### src/rtl/layer1_sram_ctrl_pkg.sv
// Shared types and default sizes for the layer-1 SRAM controller.
// FSM state, round-robin pointer, DEPTH/AW/DW defaults.
package layer1_sram_ctrl_pkg;

  localparam int DEPTH_DEF = 912;
  localparam int AW_DEF    = 10;
  localparam int DW_DEF    = 128;

  typedef enum logic {
    S_IDLE  = 1'b0,
    S_CLEAR = 1'b1
  } state_e;

  // Names the requester that currently holds priority.
  typedef enum logic {
    RR_WR   = 1'b0,
    RR_HOST = 1'b1
  } rr_ptr_e;

endpackage

### src/rtl/layer1_sram_ctrl_if.sv
// Requester-side bus of the SRAM controller: writer, host,
// reader, clear control and error flag; master=clients, slave=ctrl.
interface layer1_sram_ctrl_if
  import layer1_sram_ctrl_pkg::*;
#(
  parameter int AW = AW_DEF,
  parameter int DW = DW_DEF
) ();

  logic          wr_valid;
  logic          wr_ready;
  logic [AW-1:0] wr_addr;
  logic [DW-1:0] wr_data;

  logic          host_req;
  logic          host_we;
  logic [AW-1:0] host_addr;
  logic [DW-1:0] host_wdata;
  logic          host_gnt;
  logic [DW-1:0] host_rdata;
  logic          host_rvalid;

  logic          rd_valid;
  logic          rd_ready;
  logic [AW-1:0] rd_addr;
  logic [DW-1:0] rd_data;
  logic          rd_dvalid;

  logic          clr_start;
  logic          clr_busy;
  logic          clr_done;
  logic          addr_err;

  modport master (
    output wr_valid, wr_addr, wr_data,
    input  wr_ready,
    output host_req, host_we, host_addr, host_wdata,
    input  host_gnt, host_rdata, host_rvalid,
    output rd_valid, rd_addr,
    input  rd_ready, rd_data, rd_dvalid,
    output clr_start,
    input  clr_busy, clr_done, addr_err
  );

  modport slave (
    input  wr_valid, wr_addr, wr_data,
    output wr_ready,
    input  host_req, host_we, host_addr, host_wdata,
    output host_gnt, host_rdata, host_rvalid,
    input  rd_valid, rd_addr,
    output rd_ready, rd_data, rd_dvalid,
    input  clr_start,
    output clr_busy, clr_done, addr_err
  );

endinterface

### src/rtl/layer1_sram_ctrl_rr_arb2.sv
// Two-requester round-robin arbiter; req0 wins ties after reset.
// Ports: clk, rst_n, en_i, req0_i/req1_i in; gnt0_o/gnt1_o out.
module rr_arb2
  import layer1_sram_ctrl_pkg::*;
(
  input  logic clk,
  input  logic rst_n,
  input  logic en_i,
  input  logic req0_i,
  input  logic req1_i,
  output logic gnt0_o,
  output logic gnt1_o
);

  rr_ptr_e ptr_q, ptr_d;

  always_comb begin
    gnt0_o = en_i & req0_i
           & ((ptr_q == RR_WR) | ~req1_i);
    gnt1_o = en_i & req1_i
           & ((ptr_q == RR_HOST) | ~req0_i);
    ptr_d  = ptr_q;
    // The winner drops to lower priority.
    unique case (1'b1)
      gnt0_o:  ptr_d = RR_HOST;
      gnt1_o:  ptr_d = RR_WR;
      default: ptr_d = ptr_q;
    endcase
  end

  always_ff @(posedge clk or negedge rst_n) begin
    if (!rst_n) ptr_q <= RR_WR;
    else        ptr_q <= ptr_d;
  end

endmodule

### src/rtl/layer1_sram_ctrl.sv
// Dual-port SRAM controller: port A = writer/host (round-robin),
// port B = reader, plus a zero-fill CLEAR sweep and sticky addr_err.
// Ports: CK, RSTN, bus (slave), SRAM pins OEA/OEB/WEAN/WEBN/A/B/DIA/DIB/DOA/DOB.
module layer1_sram_ctrl
  import layer1_sram_ctrl_pkg::*;
#(
  parameter int DEPTH = DEPTH_DEF,
  parameter int AW    = AW_DEF,
  parameter int DW    = DW_DEF
) (
  input  logic          CK,
  input  logic          RSTN,
  layer1_sram_ctrl_if.slave bus,
  output logic          OEA,
  output logic          OEB,
  output logic          WEAN,
  output logic          WEBN,
  output logic [AW-1:0] A,
  output logic [AW-1:0] B,
  output logic [DW-1:0] DIA,
  output logic [DW-1:0] DIB,
  input  logic [DW-1:0] DOA,
  input  logic [DW-1:0] DOB
);

  localparam logic [AW:0]   LIMIT = (AW+1)'(DEPTH);
  localparam logic [AW-1:0] LAST  = AW'(DEPTH - 1);

  state_e        state_q, state_d;
  logic [AW-1:0] cnt_q, cnt_d;
  logic          done_q, done_d;
  logic          err_q, err_d;
  logic          hval_q, hval_d;
  logic          dval_q, dval_d;

  logic          idle;
  logic          wr_gnt, host_gnt;
  logic          wr_ok, host_ok, rd_ok;
  logic          a_use, rd_rdy, rd_fire;
  logic [AW-1:0] a_addr;

  assign idle    = (state_q == S_IDLE);
  assign wr_ok   = {1'b0, bus.wr_addr} < LIMIT;
  assign host_ok = {1'b0, bus.host_addr} < LIMIT;
  assign rd_ok   = {1'b0, bus.rd_addr} < LIMIT;

  rr_arb2 u_arb (
    .clk    (CK),
    .rst_n  (RSTN),
    .en_i   (idle),
    .req0_i (bus.wr_valid),
    .req1_i (bus.host_req),
    .gnt0_o (wr_gnt),
    .gnt1_o (host_gnt)
  );

  // Port B backs off only when port A really touches the same word.
  always_comb begin
    a_use   = (wr_gnt & wr_ok) | (host_gnt & host_ok);
    a_addr  = wr_gnt ? bus.wr_addr : bus.host_addr;
    rd_rdy  = idle & ~(bus.rd_valid & a_use
                       & (bus.rd_addr == a_addr));
    rd_fire = bus.rd_valid & rd_rdy;
  end

  always_comb begin
    state_d = state_q;
    cnt_d   = cnt_q;
    done_d  = 1'b0;
    unique case (state_q)
      S_IDLE: begin
        if (bus.clr_start) begin
          state_d = S_CLEAR;
          cnt_d   = '0;
        end
      end
      S_CLEAR: begin
        if (cnt_q == LAST) begin
          state_d = S_IDLE;
          cnt_d   = '0;
          done_d  = 1'b1;
        end else begin
          cnt_d = cnt_q + AW'(1);
        end
      end
      default: state_d = S_IDLE;
    endcase
  end

  always_comb begin
    err_d = err_q;
    if (idle & bus.clr_start) err_d = 1'b0;
    // A same-cycle bad request outranks the clear.
    if ((wr_gnt & ~wr_ok) | (host_gnt & ~host_ok)
        | (rd_fire & ~rd_ok))
      err_d = 1'b1;
    hval_d = host_gnt & ~bus.host_we & host_ok;
    dval_d = rd_fire & rd_ok;
  end

  always_comb begin
    OEA  = 1'b0;
    WEAN = 1'b1;
    A    = '0;
    DIA  = '0;
    OEB  = 1'b0;
    B    = '0;
    if (!idle) begin
      WEAN = 1'b0;
      A    = cnt_q;
    end else if (wr_gnt & wr_ok) begin
      WEAN = 1'b0;
      A    = bus.wr_addr;
      DIA  = bus.wr_data;
    end else if (host_gnt & host_ok) begin
      A = bus.host_addr;
      if (bus.host_we) begin
        WEAN = 1'b0;
        DIA  = bus.host_wdata;
      end else begin
        OEA = 1'b1;
      end
    end
    if (dval_d) begin
      OEB = 1'b1;
      B   = bus.rd_addr;
    end
  end

  assign WEBN = 1'b1;
  assign DIB  = '0;

  assign bus.wr_ready    = wr_gnt;
  assign bus.host_gnt    = host_gnt;
  assign bus.host_rdata  = DOA;
  assign bus.host_rvalid = hval_q;
  assign bus.rd_ready    = rd_rdy;
  assign bus.rd_data     = DOB;
  assign bus.rd_dvalid   = dval_q;
  assign bus.clr_busy    = ~idle;
  assign bus.clr_done    = done_q;
  assign bus.addr_err    = err_q;

  always_ff @(posedge CK or negedge RSTN) begin
    if (!RSTN) begin
      state_q <= S_IDLE;
      cnt_q   <= '0;
      done_q  <= 1'b0;
      err_q   <= 1'b0;
      hval_q  <= 1'b0;
      dval_q  <= 1'b0;
    end else begin
      state_q <= state_d;
      cnt_q   <= cnt_d;
      done_q  <= done_d;
      err_q   <= err_d;
      hval_q  <= hval_d;
      dval_q  <= dval_d;
    end
  end

endmodule

### src/flat_wrapper.sv
// flat-port wrapper written by rule: the top's interface ports become plain ports
module layer1_sram_ctrl_flat import layer1_sram_ctrl_pkg::*;
#(
  parameter int DEPTH = DEPTH_DEF,
  parameter int AW    = AW_DEF,
  parameter int DW    = DW_DEF
)
  (CK, RSTN, OEA, OEB, WEAN, WEBN, A, B, DIA, DIB, DOA, DOB, bus_wr_valid, bus_wr_addr, bus_wr_data, bus_wr_ready, bus_host_req, bus_host_we, bus_host_addr, bus_host_wdata, bus_host_gnt, bus_host_rdata, bus_host_rvalid, bus_rd_valid, bus_rd_addr, bus_rd_ready, bus_rd_data, bus_rd_dvalid, bus_clr_start, bus_clr_busy, bus_clr_done, bus_addr_err);
  layer1_sram_ctrl_if #(.AW(AW), .DW(DW)) bus_i ();
  input  logic CK;
  input  logic RSTN;
  output logic OEA;
  output logic OEB;
  output logic WEAN;
  output logic WEBN;
  output logic [AW-1:0] A;
  output logic [AW-1:0] B;
  output logic [DW-1:0] DIA;
  output logic [DW-1:0] DIB;
  input  logic [DW-1:0] DOA;
  input  logic [DW-1:0] DOB;
  input wire logic [$bits(bus_i.wr_valid)-1:0] bus_wr_valid;
  input wire logic [$bits(bus_i.wr_addr)-1:0] bus_wr_addr;
  input wire logic [$bits(bus_i.wr_data)-1:0] bus_wr_data;
  output wire logic [$bits(bus_i.wr_ready)-1:0] bus_wr_ready;
  input wire logic [$bits(bus_i.host_req)-1:0] bus_host_req;
  input wire logic [$bits(bus_i.host_we)-1:0] bus_host_we;
  input wire logic [$bits(bus_i.host_addr)-1:0] bus_host_addr;
  input wire logic [$bits(bus_i.host_wdata)-1:0] bus_host_wdata;
  output wire logic [$bits(bus_i.host_gnt)-1:0] bus_host_gnt;
  output wire logic [$bits(bus_i.host_rdata)-1:0] bus_host_rdata;
  output wire logic [$bits(bus_i.host_rvalid)-1:0] bus_host_rvalid;
  input wire logic [$bits(bus_i.rd_valid)-1:0] bus_rd_valid;
  input wire logic [$bits(bus_i.rd_addr)-1:0] bus_rd_addr;
  output wire logic [$bits(bus_i.rd_ready)-1:0] bus_rd_ready;
  output wire logic [$bits(bus_i.rd_data)-1:0] bus_rd_data;
  output wire logic [$bits(bus_i.rd_dvalid)-1:0] bus_rd_dvalid;
  input wire logic [$bits(bus_i.clr_start)-1:0] bus_clr_start;
  output wire logic [$bits(bus_i.clr_busy)-1:0] bus_clr_busy;
  output wire logic [$bits(bus_i.clr_done)-1:0] bus_clr_done;
  output wire logic [$bits(bus_i.addr_err)-1:0] bus_addr_err;
  assign bus_i.wr_valid = bus_wr_valid;
  assign bus_i.wr_addr = bus_wr_addr;
  assign bus_i.wr_data = bus_wr_data;
  assign bus_wr_ready = bus_i.wr_ready;
  assign bus_i.host_req = bus_host_req;
  assign bus_i.host_we = bus_host_we;
  assign bus_i.host_addr = bus_host_addr;
  assign bus_i.host_wdata = bus_host_wdata;
  assign bus_host_gnt = bus_i.host_gnt;
  assign bus_host_rdata = bus_i.host_rdata;
  assign bus_host_rvalid = bus_i.host_rvalid;
  assign bus_i.rd_valid = bus_rd_valid;
  assign bus_i.rd_addr = bus_rd_addr;
  assign bus_rd_ready = bus_i.rd_ready;
  assign bus_rd_data = bus_i.rd_data;
  assign bus_rd_dvalid = bus_i.rd_dvalid;
  assign bus_i.clr_start = bus_clr_start;
  assign bus_clr_busy = bus_i.clr_busy;
  assign bus_clr_done = bus_i.clr_done;
  assign bus_addr_err = bus_i.addr_err;
  layer1_sram_ctrl #(.DEPTH(DEPTH), .AW(AW), .DW(DW)) u_core (.CK(CK), .RSTN(RSTN), .bus(bus_i), .OEA(OEA), .OEB(OEB), .WEAN(WEAN), .WEBN(WEBN), .A(A), .B(B), .DIA(DIA), .DIB(DIB), .DOA(DOA), .DOB(DOB));
endmodule
### config.mk
export PLATFORM = sky130hd
export DESIGN_NAME = layer1_sram_ctrl_flat
export DESIGN_NICKNAME = d
export VERILOG_FILES = /design/src/rtl/layer1_sram_ctrl_pkg.sv /design/src/rtl/layer1_sram_ctrl_if.sv /design/src/rtl/layer1_sram_ctrl_rr_arb2.sv /design/src/rtl/layer1_sram_ctrl.sv /design/src/flat_wrapper.sv
export SDC_FILE = /design/constraint.sdc
export NUM_CORES = 1
export LEC_CHECK = 0
export CORE_AREA = 2 2 421 423
export CTS_CLUSTER_SIZE = 12
export DETAILED_ROUTE_END_ITERATION = 16
export DIE_AREA = 0 0 423 425
export PLACE_DENSITY = 0.3
export REMOVE_ABC_BUFFERS = 1
export SETUP_SLACK_MARGIN = 0.2
export SYNTH_ARGS = -nofsm -noshare
export SYNTH_HDL_FRONTEND = slang
export SYNTH_SLANG_ARGS = --single-unit
### constraint.sdc
create_clock -name CK -period 3.85 [get_ports CK]
set_input_delay 1.155 -clock CK [delete_from_list [all_inputs] [get_ports CK]]
set_output_delay 1.155 -clock CK [all_outputs]
set_load 0.02 [all_outputs]
==> flow_summary.ini <==
[timing]
period_share = 1.13
slew_headroom = 0.338
timing.fmax_mhz = 229
finalCriticalPeriod_ns = 4.36
setup_slack_ns = -0.508
rsz0062_at_grt = true
finClkSkew_ns = 0.00616
worst_pin_slew_ns = 0.990
final_max_slew_viol_count = 0
hold_ws_ns = 0.576
setup_viol_count_final = 152
finalHoldViolCount = 0

[synthesis]
synth_cells = 724
ys_warn_count = 0
synth_edf_count = 0
syn-cell-area_um2 = 5660
synth.distinct_cells = 53
synth.yosys.seq_area_share = 0.0707
synth_ff_type = dfrtp_1
ys_async_sr_fraction = 1.00
synth.avg_cell_area_um2 = 7.82
ys_ff_latch = 16

[placement]
dp_hpwl_um = 132000
dp_cells = 3308
port_buffers = 451
pre_cts_slack_ns = -1.11
place_congestion = 0.905
dpl_cell_area_um2 = 12200

[min_path]
worstHoldStart = u_core.cnt_q[9]
whs_path_depth = 2
worstHoldEndpoint = u_core.cnt_q[9]
min-delay-path-class = reg -> reg

[status]
status = complete, but fails checks
violations = negative setup slack

[final_layout]
final_area_um2 = 14400
final_nets = 1579
layout_commonest_cell = clkdlybuf4s50_1
fin_cells = 3379
area_growth_syn_to_layout_pct = 154
fill_cells = 20490
drive_above_1_share = 0.414
final_core_util = 0.0820
layout.cells.most_common_list = clkdlybuf4s50_1, conb_1, buf_12

[global_routing]
grt_pass1_wl_um = 168000
grt_use_total = 0.161
grt_start_max_net_pins = 25
grt_pass1_vias = 6851
antenna_found_initial = 64
grt.overflow.total = 0

[die]
top_level_ports = 1093
design.core.area_um2 = 175000
rows = 154
die-area_um2 = 180000
die_x_um = 423
chipHeight_um = 425
initial_core_util = 0.0323

[worst_setup_path]
worstReg2RegStart = u_core.bus.clr_busy
ff2ff_setup_slack_ns = 1.31
cp-end-kind = primary output
arrival_ns = 3.20
path_class = in -> out
path_max_fanout = 6
worst_setup_path_start_kind = input pin
reg2reg_to = u_core.bus.rd_dvalid
cp.required_ns = 2.69
crit_path_max_incr_delay_ns = 0.42
path_cells = buf_6, or3_4, a221oi_2, buf_4, buf_6, a32o_2, o221ai_4, nor4_4, buf_4, clkbuf_16, nor2_4, buf_12
worst_path_max_delay_cell = or3_4
reg2regPathDepth = 9

[clock_network]
clkSlewWorstSetupHoldPaths_ns = 0.07
cts-buffers-inserted = 3
clock_sinks = 16
htree_num_levels = 1
cts_tree = built
cts_root_buf = clkbuf_16
clkLatencyLatePin_ns = 0.27
cts_hold_buf = 0
cts_buffer_depth = 2

[power_and_ir_drop]
ir_drop_v = 0.000117
power_density_nw_per_um2 = 114
p_leak_nw = 5.31

[drt]
wl_per_cell_um = 44.8
ant_nets = 0
wirelength_um = 151000
dr.first_iter.drc_count = 776
route.met3.wl_um = 40600
drt-pass1-iter-count = 5
vias = 7795
routed-wl-met2_um = 53200
viasPerCell = 2.31
top_layer = met5
wl_met1_um = 51100
route.detailed.drc = 0

[job]
maxCapViolCount = 0
-- through the flow --
stage | total power, mW | setup TNS, ns
floorplan | 0.606 | -1107.35
global placement | 1.33 | -148.23
detailed placement | 1.33 | -143.77
CTS | 1.63 | -66.87
global route | 1.69 | -74.71
finish | 1.64 | -59.74
-- sequential cells by signal (all words and copies together) (netlist names) --
register	flops
u_core.bus.rd_dvalid	1
u_core.bus.clr_busy	1
u_core.bus.host_rvalid	1
u_core.bus.clr_done	1
u_core.bus.addr_err	1
u_core.u_arb.ptr_q	1
u_core.cnt_q	10
-- per-layer routing --
metal	vias up	global-route usage
li1	2646	-
met1	3452	0.156
met2	1424	0.197
met3	177	0.207
met4	96	0.0257
met5	-	0.148
-- layout make-up --
type | instances | area (um2) | share of cell area
Timing Repair Buffer | 594 | 7410 | 0.516
Multi-Input combinational cell | 398 | 3450 | 0.240
Clock buffer | 4 | 88.8 | 0.00618
Antenna cell | 11 | 27.5 | 0.00192
Sequential cell | 16 | 400 | 0.0279
Tap cell | 2340 | 2930 | 0.204
Inverter | 16 | 67.6 | 0.00470
-- power breakdown --
group          total, mW  internal, mW  switching, mW
clock              0.260         0.159          0.101
sequential         0.306         0.214         0.0920
combinational       1.07         0.575          0.497
total               1.64         0.948          0.689
-- worst max path at each step --
stage / from / to / slack [ns] / cells past startpoint
after floorplan: bus_wr_addr[7] / B[0] / -7.91 / 6
after global placement: bus_host_addr[6] / DIA[24] / -1.13 / 8
after detailed placement: bus_host_addr[6] / DIA[124] / -1.11 / 8
after CTS: bus_host_addr[4] / bus_rd_ready / -0.65 / 11
after global routing: bus_rd_addr[0] / bus_rd_ready / -0.66 / 9
final: bus_host_addr[5] / bus_rd_ready / -0.51 / 12
-- timing repair --
item                       4_1_cts  5_1_grt
cloned                          12        5
pin swaps                       20       27
setup endpoints to repair      154      152
gates resized for setup        517       36
setup buffers                   32        7
-- cell usage after synthesis, drive strengths merged (2+ instances only) --
library cell	instances	area (um2)
nand2b	10	70.1
inv	16	60.1
buf	400	2970
dfrtp	16	400
a21oi	3	15.0
a21o	2	16.3
or3	3	18.8
o21ai	15	75.1
a22o	128	1120
nor4	3	33.8
mux2i	3	30.0
and3	9	61.3
a222oi	10	100
nor3b	9	97.6
nor2b	3	18.8
nor3	5	35.0
nor2	11	46.3
and2	4	25.0
nand2	10	45.0
nand3	7	35.0
o221ai	2	17.5
xnor2	8	70.1
nand4	4	25.0
xor2	5	43.8
conb	2	7.51
clkbuf	20	75.1
-- cells by family after synthesis --
| logic type | count (synthesis) | synth area share |
|---|---|---|
| adders and majority gates | 1 | 0.00221 |
| DFF | 16 | 0.0707 |
| AOI/OAI and AO/OA | 169 | 0.251 |
| other | 2 | 0.00133 |
| and+or+nand+nor | 83 | 0.0983 |
| muxes | 3 | 0.00530 |
| buffers and inverters | 437 | 0.551 |
| xor gates and xnor gates | 13 | 0.0201 |
-- critical path: cells and delay by family --
family / cells / cell delay [ns]
simple gates: 3 / 0.66
buf+inv: 6 / 0.83
compound gates: 3 / 0.53
Power figures use the tool's default switching activity.
